`src/rtl/piano_pkg.sv`:
```
// Shared types and constants for the piano key scanner: bank width, debounce count
// width, debounce FSM states and the lowest-set-bit helper.
package piano_pkg;

    localparam int BANK_W = 8;
    localparam int CNT_W  = 4;

    typedef enum logic {
        ST_STABLE   = 1'b0,
        ST_SETTLING = 1'b1
    } deb_state_t;

    // Two's-complement trick: v & -v isolates the lowest set bit (0 when v is 0).
    function automatic logic [BANK_W-1:0] lowest_set(input logic [BANK_W-1:0] v);
        return v & (~v + BANK_W'(1));
    endfunction

endpackage

```
`src/rtl/key_bank_debounce.sv`:
```
// One key bank: STABLE/SETTLING debounce on the shared sample tick, then a registered
// lowest-index one-hot note. Define PIANO_KEY_HOLD_EN to hold the note on all-keys-up.
module key_bank_debounce
    import piano_pkg::*;
#(
    parameter int STABLE_N = 4
) (
    input  logic              clk,
    input  logic              rst_n,
    input  logic              tick,
    input  logic [BANK_W-1:0] key_sync,
    output logic [BANK_W-1:0] sensor_data,
    output logic              data_change,
    output logic              settling
);

    // Entry tick is count 0; acceptance happens on the tick that brings the count to STABLE_N-1.
    localparam logic [CNT_W-1:0] LAST_CNT = CNT_W'(STABLE_N - 2);

    deb_state_t        state, state_nxt;
    logic [BANK_W-1:0] cand, cand_nxt;
    logic [BANK_W-1:0] acc, acc_nxt;
    logic [BANK_W-1:0] sensor_nxt;
    logic [CNT_W-1:0]  cnt, cnt_nxt;

    always_ff @(posedge clk or negedge rst_n) begin
        if (!rst_n) begin
            state       <= ST_STABLE;
            cand        <= '0;
            acc         <= '0;
            cnt         <= '0;
            sensor_data <= '0;
        end else begin
            state       <= state_nxt;
            cand        <= cand_nxt;
            acc         <= acc_nxt;
            cnt         <= cnt_nxt;
            sensor_data <= sensor_nxt;
        end
    end

    always_comb begin
        state_nxt = state;
        cand_nxt  = cand;
        acc_nxt   = acc;
        cnt_nxt   = cnt;
        case (state)
            ST_STABLE: begin
                if (tick && (key_sync != acc)) begin
                    cand_nxt  = key_sync;
                    cnt_nxt   = '0;
                    state_nxt = ST_SETTLING;
                end
            end
            ST_SETTLING: begin
                if (tick) begin
                    if (key_sync != cand) begin
                        cand_nxt = key_sync;
                        cnt_nxt  = '0;
                    end else begin
                        cnt_nxt = cnt + CNT_W'(1);
                        if (cnt == LAST_CNT) begin
                            acc_nxt   = cand;
                            state_nxt = ST_STABLE;
                        end
                    end
                end
            end
            default: state_nxt = ST_STABLE;
        endcase
    end

    always_comb begin
`ifdef PIANO_KEY_HOLD_EN
        sensor_nxt = (acc == '0) ? sensor_data : lowest_set(acc);
`else
        sensor_nxt = lowest_set(acc);
`endif
    end

    // Reported in the same cycle sensor_nxt differs, so the top registers the pulse
    // on the same edge that sensor_data takes its new value.
    assign data_change = (sensor_nxt != sensor_data);
    assign settling    = (state == ST_SETTLING);

endmodule

```
`src/rtl/piano_key_scan.sv`:
```
// Two 8-key banks: 2-flop synchronisers, shared sample prescaler, per-bank debounce and
// lowest-index note, plus a one-cycle note_change pulse. Option macro: PIANO_KEY_HOLD_EN.
module piano_key_scan
    import piano_pkg::*;
#(
    parameter int CLK_HZ    = 12000000,
    parameter int SAMPLE_HZ = 1000,
    parameter int STABLE_N  = 4
) (
    input  logic              clk_in,
    input  logic              rst_n_in,
    input  logic [BANK_W-1:0] key_raw_1,
    input  logic [BANK_W-1:0] key_raw_2,
    output logic [BANK_W-1:0] sensor_data_1,
    output logic [BANK_W-1:0] sensor_data_2,
    output logic              note_change,
    output logic [1:0]        bank_state
);

    localparam int DIV   = CLK_HZ / SAMPLE_HZ;
    localparam int PRE_W = (DIV > 1) ? $clog2(DIV) : 1;

    logic [PRE_W-1:0]  pre_cnt;
    logic              tick;
    logic [BANK_W-1:0] sync1_1, sync2_1, sync1_2, sync2_2;
    logic              chg_1, chg_2;
    logic              settling_1, settling_2;

    always_ff @(posedge clk_in or negedge rst_n_in) begin
        if (!rst_n_in) begin
            sync1_1 <= '0;
            sync2_1 <= '0;
            sync1_2 <= '0;
            sync2_2 <= '0;
        end else begin
            sync1_1 <= key_raw_1;
            sync2_1 <= sync1_1;
            sync1_2 <= key_raw_2;
            sync2_2 <= sync1_2;
        end
    end

    assign tick = (pre_cnt == PRE_W'(DIV - 1));

    always_ff @(posedge clk_in or negedge rst_n_in) begin
        if (!rst_n_in) begin
            pre_cnt <= '0;
        end else if (tick) begin
            pre_cnt <= '0;
        end else begin
            pre_cnt <= pre_cnt + PRE_W'(1);
        end
    end

    key_bank_debounce #(.STABLE_N(STABLE_N)) u_bank_1 (
        .clk         (clk_in),
        .rst_n       (rst_n_in),
        .tick        (tick),
        .key_sync    (sync2_1),
        .sensor_data (sensor_data_1),
        .data_change (chg_1),
        .settling    (settling_1)
    );

    key_bank_debounce #(.STABLE_N(STABLE_N)) u_bank_2 (
        .clk         (clk_in),
        .rst_n       (rst_n_in),
        .tick        (tick),
        .key_sync    (sync2_2),
        .sensor_data (sensor_data_2),
        .data_change (chg_2),
        .settling    (settling_2)
    );

    // One pulse even when both banks change on the same edge.
    always_ff @(posedge clk_in or negedge rst_n_in) begin
        if (!rst_n_in) begin
            note_change <= 1'b0;
        end else begin
            note_change <= chg_1 | chg_2;
        end
    end

    assign bank_state = {settling_2, settling_1};

endmodule

```
`config.mk`:
```
export PLATFORM = sky130hd
export DESIGN_NAME = piano_key_scan
export DESIGN_NICKNAME = d
export VERILOG_FILES = /design/src/rtl/piano_pkg.sv /design/src/rtl/key_bank_debounce.sv /design/src/rtl/piano_key_scan.sv
export SDC_FILE = /design/constraint.sdc
export NUM_CORES = 1
export LEC_CHECK = 0
export CELL_PAD_IN_SITES_DETAIL_PLACEMENT = 0
export CELL_PAD_IN_SITES_GLOBAL_PLACEMENT = 1
export CORE_UTILIZATION = 30
export CTS_BUF_LIST = sky130_fd_sc_hd__clkbuf_16
export DETAILED_ROUTE_END_ITERATION = 10
export PLACE_DENSITY = 0.61
export SYNTH_ARGS = -nofsm -noshare
export SYNTH_HDL_FRONTEND = slang
export SYNTH_SLANG_ARGS = --single-unit
```
`constraint.sdc`:
```
create_clock -name clk_in -period 2.3 [get_ports clk_in]
set_clock_uncertainty 0.05 [all_clocks]
set_input_delay 0.345 -clock clk_in [delete_from_list [all_inputs] [get_ports clk_in]]
set_output_delay 0.345 -clock clk_in [all_outputs]
set_load 0.005 [all_outputs]
```
## Word-level counts from Yosys, hierarchy flattened

Index checks and enable logic that the tools add are counted.

| cells by class | value |
|---|---|
| reduce and logical (&&, ||, !) cells | 8 |
| bitwise logic cells | 9 |
| multiply operators | 0 |
| div/mod/pow operators | 0 |
| shift-type cells | 0 |
| order comparisons | 0 |
| $add $sub $neg | 5 |
| multiplexer cells | 27 |
| eq/ne operators | 15 |

Operators by type and width:

| kind | number |
|---|---|
| $mux 8 | 6 |
| $ne 8x8->1 | 6 |
| $pmux 8 s2 | 2 |
| $mux 4 | 6 |
| $add 8x1->8 const B | 2 |
| $and 8x8->8 | 2 |
| $not 8->8 | 2 |
| $pmux 4 s2 | 2 |
| $add 14x1->14 const B | 1 |
| $eq 14x14->1 const B | 1 |
| $mux 14 | 1 |
| $add 4x1->4 const B | 2 |
| $eq 4x2->1 const B | 2 |
| $mux 1 | 8 |
| $reduce_and 4->1 | 2 |
| $ne 2x1->1 const B | 3 |
| $ne 2x2->1 const B | 3 |
| $reduce_and 3->1 | 2 |
| $not 1->1 | 4 |
| $pmux 1 s2 | 2 |
| $reduce_and 2->1 | 2 |
| $logic_and 1x1->1 | 2 |
| $or 1x1->1 | 1 |

| word-level totals | value |
|---|---|
| bits in read-only memories | 0 |
| bits in writable memories | 0 |
| latch bits | 0 |
| memories | 0 |
| output and inout bits | 19 |
| register bits | 105 |

## Depth between registers and ports, before layout

| logic depth | value |
|---|---|
| depth after elaboration | 5 |
| depth in mapped cells | 7 |

## Hierarchy

Synthesis repeated with hierarchy kept, for this count alone.

| unflattened totals | value |
|---|---|
| cell total of the unflattened synthesis | 357 |
| area, all modules | 4,521.8 sq um |

Modules (own cells, without submodules):

| module | sequential area each (sq um) | cells an instance | area an instance (sq um) | times used |
|---|---|---|---|---|
| piano_key_scan | 1,176.1 | 106 | 1,557.7 | 1 |
| key_bank_debounce at u_bank_1 | 725.7 | 125 | 1,488.9 | 1 |
| key_bank_debounce at u_bank_2 | 725.7 | 126 | 1,475.2 | 1 |

## Least setup slack after synthesis

OpenSTA, ideal clock, no wires.

| timing | value |
|---|---|
| path kind | reg-to-reg |
| start point | register pre_cnt[0] |
| end point | register u_bank_1.cand[0] |
| library setup time | 0.125 ns |
| path slack | 0.138 ns |
| arrival time | 1.988 ns |
| stages on the path, launching flop included | 8 |
| cells stage by stage | dfrtp_1 ha_1 and4_1 nand4_1 clkbuf_1 a31o_2 nor2_2 mux2_2 |

| on the way | value |
|---|---|
| longest elaborated chain between the ends | 4 |
| elaborated cells on any way between the ends | 5 |

RTL lines:

| element | RTL line | RTL |
|---|---|---|
| from (decl) | piano_key_scan.sv:23 | `logic [PRE_W-1:0] pre_cnt;` |
| from (signal assigned) | piano_key_scan.sv:51 | `pre_cnt <= pre_cnt + PRE_W'(1);` |
| $eq 14x14->1 * | piano_key_scan.sv:43 | `assign tick = (pre_cnt == PRE_W'(DIV - 1));` |
| $logic_and 1x1->1 | key_bank_debounce.sv:49 | `if (tick && (key_sync != acc)) begin` |
| $ne 2x1->1 (no line) | -- |  |
| $reduce_and 3->1 (no line) * | -- |  |
| to (signal assigned) | key_bank_debounce.sv:35 | `cand <= cand_nxt;` |
| to (decl) | key_bank_debounce.sv:21 | `logic [BANK_W-1:0] cand, cand_nxt;` |

Every way passes the cells marked *; elsewhere a longest branch is shown, timed or not.
A chain may end at the register's enable or synchronous reset.

## Worst setup path after layout

| timing | value |
|---|---|
| start point | register u_bank_1.acc[2] |
| end point | register u_bank_1.cand[3] |

| on the way | value |
|---|---|
| longest elaborated chain between the ends | 4 |

RTL lines:

| element | RTL line | RTL |
|---|---|---|
| from (decl) | key_bank_debounce.sv:22 | `logic [BANK_W-1:0] acc, acc_nxt;` |
| from (signal assigned) | key_bank_debounce.sv:36 | `acc <= acc_nxt;` |
| $ne 8x8->1 | key_bank_debounce.sv:49 |  |
| $logic_and 1x1->1 | key_bank_debounce.sv:49 |  |
| $ne 2x1->1 (no line) | -- |  |
| $reduce_and 3->1 (no line) | -- |  |

Every way passes these cells.

==> flow_metrics.tcl <==
set metrics [dict create \
    grt_overflow 0 \
    crit_chain "xor2_1 -> nor4_1 -> a31o_2 -> nor2_2 -> buf_4 -> mux2_2" \
    endpoint_kind "flop" \
    cp_max_fo 8 \
    nets 436 \
    largest_reg_flops 14 \
    finalHoldViolations 0 \
    io_pins 37 \
    start_util_pct 31.3 \
    synth_top_cell_by_area "dfrtp_1" \
    r2r_slack_ns 0.1 \
    crit_required_ns 2.48 \
    cts_tree "done" \
    min-delay-path-class "in -> async" \
    grt_pass1_wl_um 13900 \
    tightestPinTransition_ns 0.662 \
    finalSetupViolCount 0 \
    ctsRootBufferMaster "clkbuf_16" \
    wl_per_cell_um 14.2 \
    layout-drive-gt1-share_pct 19.4 \
    slew_headroom_pct 55.3 \
    grt_antenna_before_repair 0 \
    cellPowerDensity_mw_per_mm2 643 \
    postLayoutCoreUtil_pct 38.5 \
    first_global_vias 2726 \
    ys_seq_elements 105 \
    max_freq_mhz 454 \
    slew_violations 0 \
    cp-start-kind "flop" \
    die-area_mm2 0.0152 \
    crit_path_max_incr_delay_ns 0.57 \
    cts_buffers 9 \
    netlist_area_mm2 0.00441 \
    p_leak_nw 2.43 \
    synth_seq_area_share_pct 59.6 \
    dp_hpwl_um 5840 \
    syn_avg_cell_area_um2 12.3 \
    via_per_inst 4.63 \
    clk-insertion-delay-late_ns 0.35 \
    synthTopCellsByCount "dfrtp_1 (105), mux2_2 (32), xnor2_1 (25), nand2_1 (24), xor2_1 (22)" \
    synth_edf_count 0 \
    cp_slowest_cell "nor4_1" \
    whs_ns 0.00833 \
    die_x_um 123 \
    die_h_um 123 \
    cts.path.max_buffers 2 \
    portBuffers 36 \
    finalCritPeriodShare_pct 95.7 \
    synth_area_leaders "dfrtp_1 (60%), mux2_2 (8.2%), xnor2_1 (5.0%), xor2_1 (4.4%), nand2_1 (2.0%)" \
    place_congestion 0.723 \
    path_class "reg -> reg" \
    async_flop_share_pct 100 \
    tns_ns 0 \
    htreeDepth 3 \
    worst-path-buf-inv 1 \
    drt_iter0_markers 95 \
    synthCells 358 \
    core_area_mm2 0.0141 \
    ir_worst_vdd_uv 372 \
    cp.arrival_ns 2.38 \
    period_minus_slack_ns 2.20 \
    rsz0062_at_grt "no" \
    drc 0 \
    ys_warn_count 0 \
    synthToLayoutAreaGrowth_pct 23.1 \
    r2r_start "u_bank_1.acc[2]$_DFFE_PN0P_" \
    cp_top_family "simple AND/OR/NAND/NOR gates" \
    first_pass_iters 5 \
    synth-main-ff-cell "dfrtp_1" \
    ant_nets 0 \
    track_usage_pct 12.2 \
    yosysUniqueCellTypes 43 \
    crit_start "u_bank_1.acc[2]$_DFFE_PN0P_" \
    hold_buffers 0 \
    yosys.cell_count.top_type "dfrtp_1" \
    yosysTopAreaCellShare_pct 59.6 \
    top_register "pre_cnt" \
    maxCapViolCount 0 \
    wirelength_um 8470 \
    synth_fp_nets 381 \
    numClockSinks 105 \
    core.rowCount 43 \
    status "finished clean" \
    clkSlewWorstSetupHoldPaths_ns 0.07 \
    grt_max_degree 106 \
    vias 2766 \
    diodes 0 \
]
[per-layer routing]
layer  up-vias  track usage [%]  part of all wire, %
li1       1360                -                    -
met1      1346             16.9                   50
met2        47             17.9                   45
met3        13             2.49                  3.3
met4         0             6.78                  2.1
met5         -                0                    0
[power by group]
group          leakage (nW)  internal [mW]  total, mW  switching [mW]
Clock                 0.142          0.832       1.49           0.658
Sequential             1.38           1.87       1.90          0.0212
Combinational         0.908         0.0468      0.103          0.0562
Total                  2.43           2.75       3.49           0.736
[cell type report]
cell class | count | area (µm²)
inverter | 9 | 33.8
timing repair buffer | 54 | 505
multi-input combinational | 234 | 1750
clock buffer | 9 | 225
tap | 180 | 225
fill | 1390 | 8670
clock inverter | 7 | 62.6
sequential | 105 | 2630
[cells by family (layout without fill, tap and decap cells)]
| kind of cell | after synthesis | count (layout) | synth area share (%) |
|---|---|---|---|
| mux | 33 | 33 | 8.40 |
| xor+xnor | 47 | 47 | 9.34 |
| simple gates | 115 | 115 | 14.6 |
| flops | 105 | 105 | 59.6 |
| fa+ha+maj | 5 | 5 | 1.42 |
| compound gates | 34 | 34 | 4.85 |
| buf+inv | 19 | 79 | 1.82 |
[placed cells by master (no fill, tap or decap), types with 5 or more instances in the layout]
cell,instances
buf_4,18
clkbuf_16,9
xor2_1,22
a21oi_1,10
xnor2_1,21
mux2_2,32
inv_1,10
o21ai_0,13
dfrtp_1,105
nor4_1,6
clkdlybuf4s50_1,35
nand2_1,24
nor3_1,13
nand4_1,5
nand3_1,11
ha_1,5
nor2_1,17
[per-stage QoR]
stage | power, mW | setup slack, ns | area, µm² | std cells
after floorplan | 1.95 | 0.138 | 4410 | 358
after global placement | 2.03 | 0.0292 | 5090 | 581
after detailed placement | 2.03 | 0.0445 | 5090 | 581
after CTS | 3.54 | 0.0240 | 5370 | 597
after global routing | 3.63 | 0.00455 | 5430 | 598
final | 3.49 | 0.0982 | 5430 | 598
[final timing paths]
kind | cells past startpoint | end
worst max register to register | 6 | u_bank_1.cand[3]$_DFFE_PN0P_
min in group clk_in | 0 | sync2_1[3]$_DFF_PN0_
max in group asynchronous | 2 | sync1_1[1]$_DFF_PN0_
worst max-delay path | 6 | u_bank_1.cand[3]$_DFFE_PN0P_
worst min-delay path | 2 | sync1_2[4]$_DFF_PN0_
worst min register to register | 0 | sync2_1[3]$_DFF_PN0_
[timing repair]
action | in CTS | in global routing
resized for setup | 0 | 8
setup buffers | 0 | 1
endpoints found under the setup margin | 0 | 25
Note: power is estimated with default switching activity, not from simulation.
==> RTL change: new RTL, config.mk and constraints unchanged <==
Put a register stage on the output `sensor_data_2`, with the module's reset. The value now appears one clock later. The other outputs are not delayed to match.
--- a/src/rtl/piano_key_scan.sv
+++ b/src/rtl/piano_key_scan.sv
@@ -19,6 +19,8 @@
 
     localparam int DIV   = CLK_HZ / SAMPLE_HZ;
     localparam int PRE_W = (DIV > 1) ? $clog2(DIV) : 1;
+
+    logic [BANK_W-1:0] sensor_data_2_d;
 
     logic [PRE_W-1:0]  pre_cnt;
     logic              tick;
@@ -67,7 +69,7 @@
         .rst_n       (rst_n_in),
         .tick        (tick),
         .key_sync    (sync2_2),
-        .sensor_data (sensor_data_2),
+        .sensor_data (sensor_data_2_d),
         .data_change (chg_2),
         .settling    (settling_2)
     );
@@ -83,5 +85,13 @@
 
     assign bank_state = {settling_2, settling_1};
 
+    always_ff @(posedge clk_in or negedge rst_n_in) begin
+        if (!rst_n_in) begin
+            sensor_data_2 <= '0;
+        end else begin
+            sensor_data_2 <= sensor_data_2_d;
+        end
+    end
+
 endmodule
 
Behaviour: same outputs for any inputs over 10 cycles, from zero or initial values and one cycle with rst_n_in low; that may be too few to reach the edited logic, so the function may still have changed.
==> RTL change against the unedited design <==
Design area up 9.0%. Total power is 41% higher. Count of clock-buffer cells in the layout rose by 8. Sequential cell count increased by 8. Area after synthesis rose by 4.3%. Combinational power grew 4%. Wire length up 3.3%. Largest cell class unchanged. Via count rose by 2.6%. Synthesized cell count is 0.56% higher. First-iteration DRC count is 29% higher. Global-route usage rose by 0.11 points. Worst setup slack better by 23 ps. Sequential power is 7% higher.
==> RTL change: results (changes against the unedited design) <==
[metrics] status: finished clean
[metrics] Via density: 4.60 (-0.56%)
[metrics] maximum clock insertion buffer count: 2 (unchanged)
[metrics] DRC violations left: 0 (unchanged)
[metrics] maximum number of pins on one net before global-route repair: 46 (-57%)
[metrics] number of nets in the layout: 443 (+1.6%)
[metrics] number of clock buffers inserted by TritonCTS: 17 (+8)
[metrics] number of buffer cells added on primary ports: 36 (unchanged)
[metrics] largest register by flop count: pre_cnt
[metrics] layout cell share with drive strength beyond 1: 20.1% (+0.71 points)
[metrics] H-tree levels: 4 (+1)
[metrics] number of cells on the worst hold path: 0
[metrics] clk slew on worst S/H paths: 60 ps
[metrics] top cell family by delay on the critical path: simple AND/OR/NAND/NOR gates
[metrics] Largest register FFs: 14 (unchanged)
[metrics] number of library cell types mapped by synthesis: 40 (-7.0%)
[metrics] most used standard cells in the synthesized netlist: sky130_fd_sc_hd__dfrtp_1 (113), sky130_fd_sc_hd__mux2_2 (32), sky130_fd_sc_hd__xnor2_1 (26), sky130_fd_sc_hd__xor2_1 (23)
[metrics] wire length of the first global-routing pass: 14900 microns (+6.6%)
[metrics] critical path launch point: u_bank_1.acc[2]
[metrics] gpl congestion: 0.806 (+11%)
[metrics] worst ir drop on vdd: 577 uV (+55%)
[metrics] highest cell delay on the worst timing path: around 580 ps
[metrics] DRC violation total after the first TritonRoute iteration: 123 (+29%)
[metrics] Min-Delay Startpoint: sync1_2[6]
[metrics] number of nets produced by synthesis: 383 (+0.52%)
[metrics] Synth warnings: 0 (unchanged)
[metrics] CTS Root Buffer Type: sky130_fd_sc_hd__clkbuf_16
[metrics] Pleak: 2.63 nW (+8.4%)
[metrics] sum of net half-perimeters after detailed placement: 6030 microns (+3.2%)
[metrics] CP arrival: 2420 ps (+40 ps)
[metrics] share of async-settable or async-resettable flops after synthesis: 100% (unchanged)
[metrics] depth of the worst register-to-register path: 6 (unchanged)
[metrics] via count of the first global-routing pass: 2921 (+7.2%)
[metrics] number of setup buffers added after CTS: 0 (unchanged)
[metrics] fillers: 1419 (+2.1%)
[metrics] slowest cell on the critical path: sky130_fd_sc_hd__nor4_1
[metrics] Avg WL per Cell: 14.2 microns (about the same)
[metrics] Net Switching: 0.00105 W (+42%)
[metrics] Max-slew headroom: 57.4% (+2.1 points)
[metrics] initial antenna violation count: 0 (unchanged)
[metrics] number of diodes added for antenna fixing: 0 (unchanged)
[metrics] clock latency on the worst-skew pair: 410 ps (+60 ps)
[metrics] cells taking the most area after synthesis: sky130_fd_sc_hd__dfrtp_1 (62%), sky130_fd_sc_hd__mux2_2 (7.8%), sky130_fd_sc_hd__xnor2_1 (5.0%), sky130_fd_sc_hd__xor2_1 (4.4%), sky130_fd_sc_hd__nand2_1 (1.6%)
[metrics] HP Class: flop to flop
[metrics] number of optimization iterations in the first detailed-route pass: 4 (-1)
[metrics] critical path peak fanout: 8 (unchanged)
[metrics] portion of the post-synthesis area used by sequential elements: 61.5% (+1.9 points)
[metrics] Total Routing Usage GR: 12.3% (+0.11 points)
[RTL change: metrics by stage]
stage / util (%) / total power, W / cells / setup WS, ps / instance area, sq um
final: 40.1 / 0.00493 / 617 / 121 / 5920
after global routing: 40.1 / 0.00511 / 617 / -10.1 / 5920
after floorplan: - / 0.00209 / 360 / 216 / 4600
after CTS: 40.0 / 0.00500 / 617 / 93.1 / 5900
after global placement: 35.6 / 0.00218 / 584 / 172 / 5260
after detailed placement: 35.6 / 0.00218 / 584 / 122 / 5260
[RTL change: worst paths after layout]
| kind | slack [ps] | end |
|---|---|---|
| setup reg to reg | 120 | u_bank_1.cand[5] |
| setup / recovery | 120 | u_bank_1.cand[5] |
| hold / removal | 290 | sync2_2[6] |
| hold reg to reg | 290 | sync2_2[6] |
| min in group asynchronous | 370 | u_bank_2.sensor_data[5] |
| max in group asynchronous | 1250 | sync2_1[0] |
[RTL change: power groups by stage]
stage	Sequential [W]	Clock [W]	Combinational (W)
4_1_cts	0.00204	0.00284	0.000112
6_report	0.00204	0.00279	0.000107
2_1_floorplan	0.00207	0	0.0000267
5_1_grt	0.00204	0.00294	0.000122
3_3_place_gp	0.00207	0	0.000109
3_5_place_dp	0.00207	0	0.000110
[RTL change: cell families after synthesis]
kind of cell | count (synthesis) | synth area share [%]
compound gates | 30 | 3.95
xor+xnor | 49 | 9.34
fa+ha+maj | 5 | 1.36
buf+inv | 15 | 1.50
flops | 113 | 61.5
mux | 32 | 7.84
simple gates | 116 | 14.5
[RTL change: repair_timing]
item | CTS | global route
setup endpoints to repair | 0 | 8
hold buffers | 1 | 0
hold endpoints to repair | 32 | 0
resized for setup | 0 | 4
[RTL change: worst register-to-register path, cell delays in order, from the launching register on]
cell and delay [ps]:
sky130_fd_sc_hd__dfrtp_1 460, sky130_fd_sc_hd__xor2_1 190, sky130_fd_sc_hd__nor4_1 580, sky130_fd_sc_hd__a31o_4 290, sky130_fd_sc_hd__a41oi_2 40, sky130_fd_sc_hd__buf_6 170, sky130_fd_sc_hd__mux2_2 280
[RTL change: metal layers]
metal / global-route usage, % / up-vias / wire length (microns)
li1: - / 1375 / -
met1: 16.1 / 1411 / 4310
met2: 18.3 / 35 / 3980
met3: 3.74 / 17 / 264
met4: 6.80 / 0 / 194
met5: 0 / - / 0
[RTL change: cell type report]
cell class / instances / area, sq um / area share, %
sequential: 113 / 2830 / 47.8
tap: 184 / 230 / 3.89
timing repair buffer: 49 / 490 / 8.29
clock buffer: 17 / 425 / 7.19
multi-input combinational: 232 / 1710 / 28.9
clock inverter: 15 / 206 / 3.49
inverter: 7 / 26.3 / 0.444
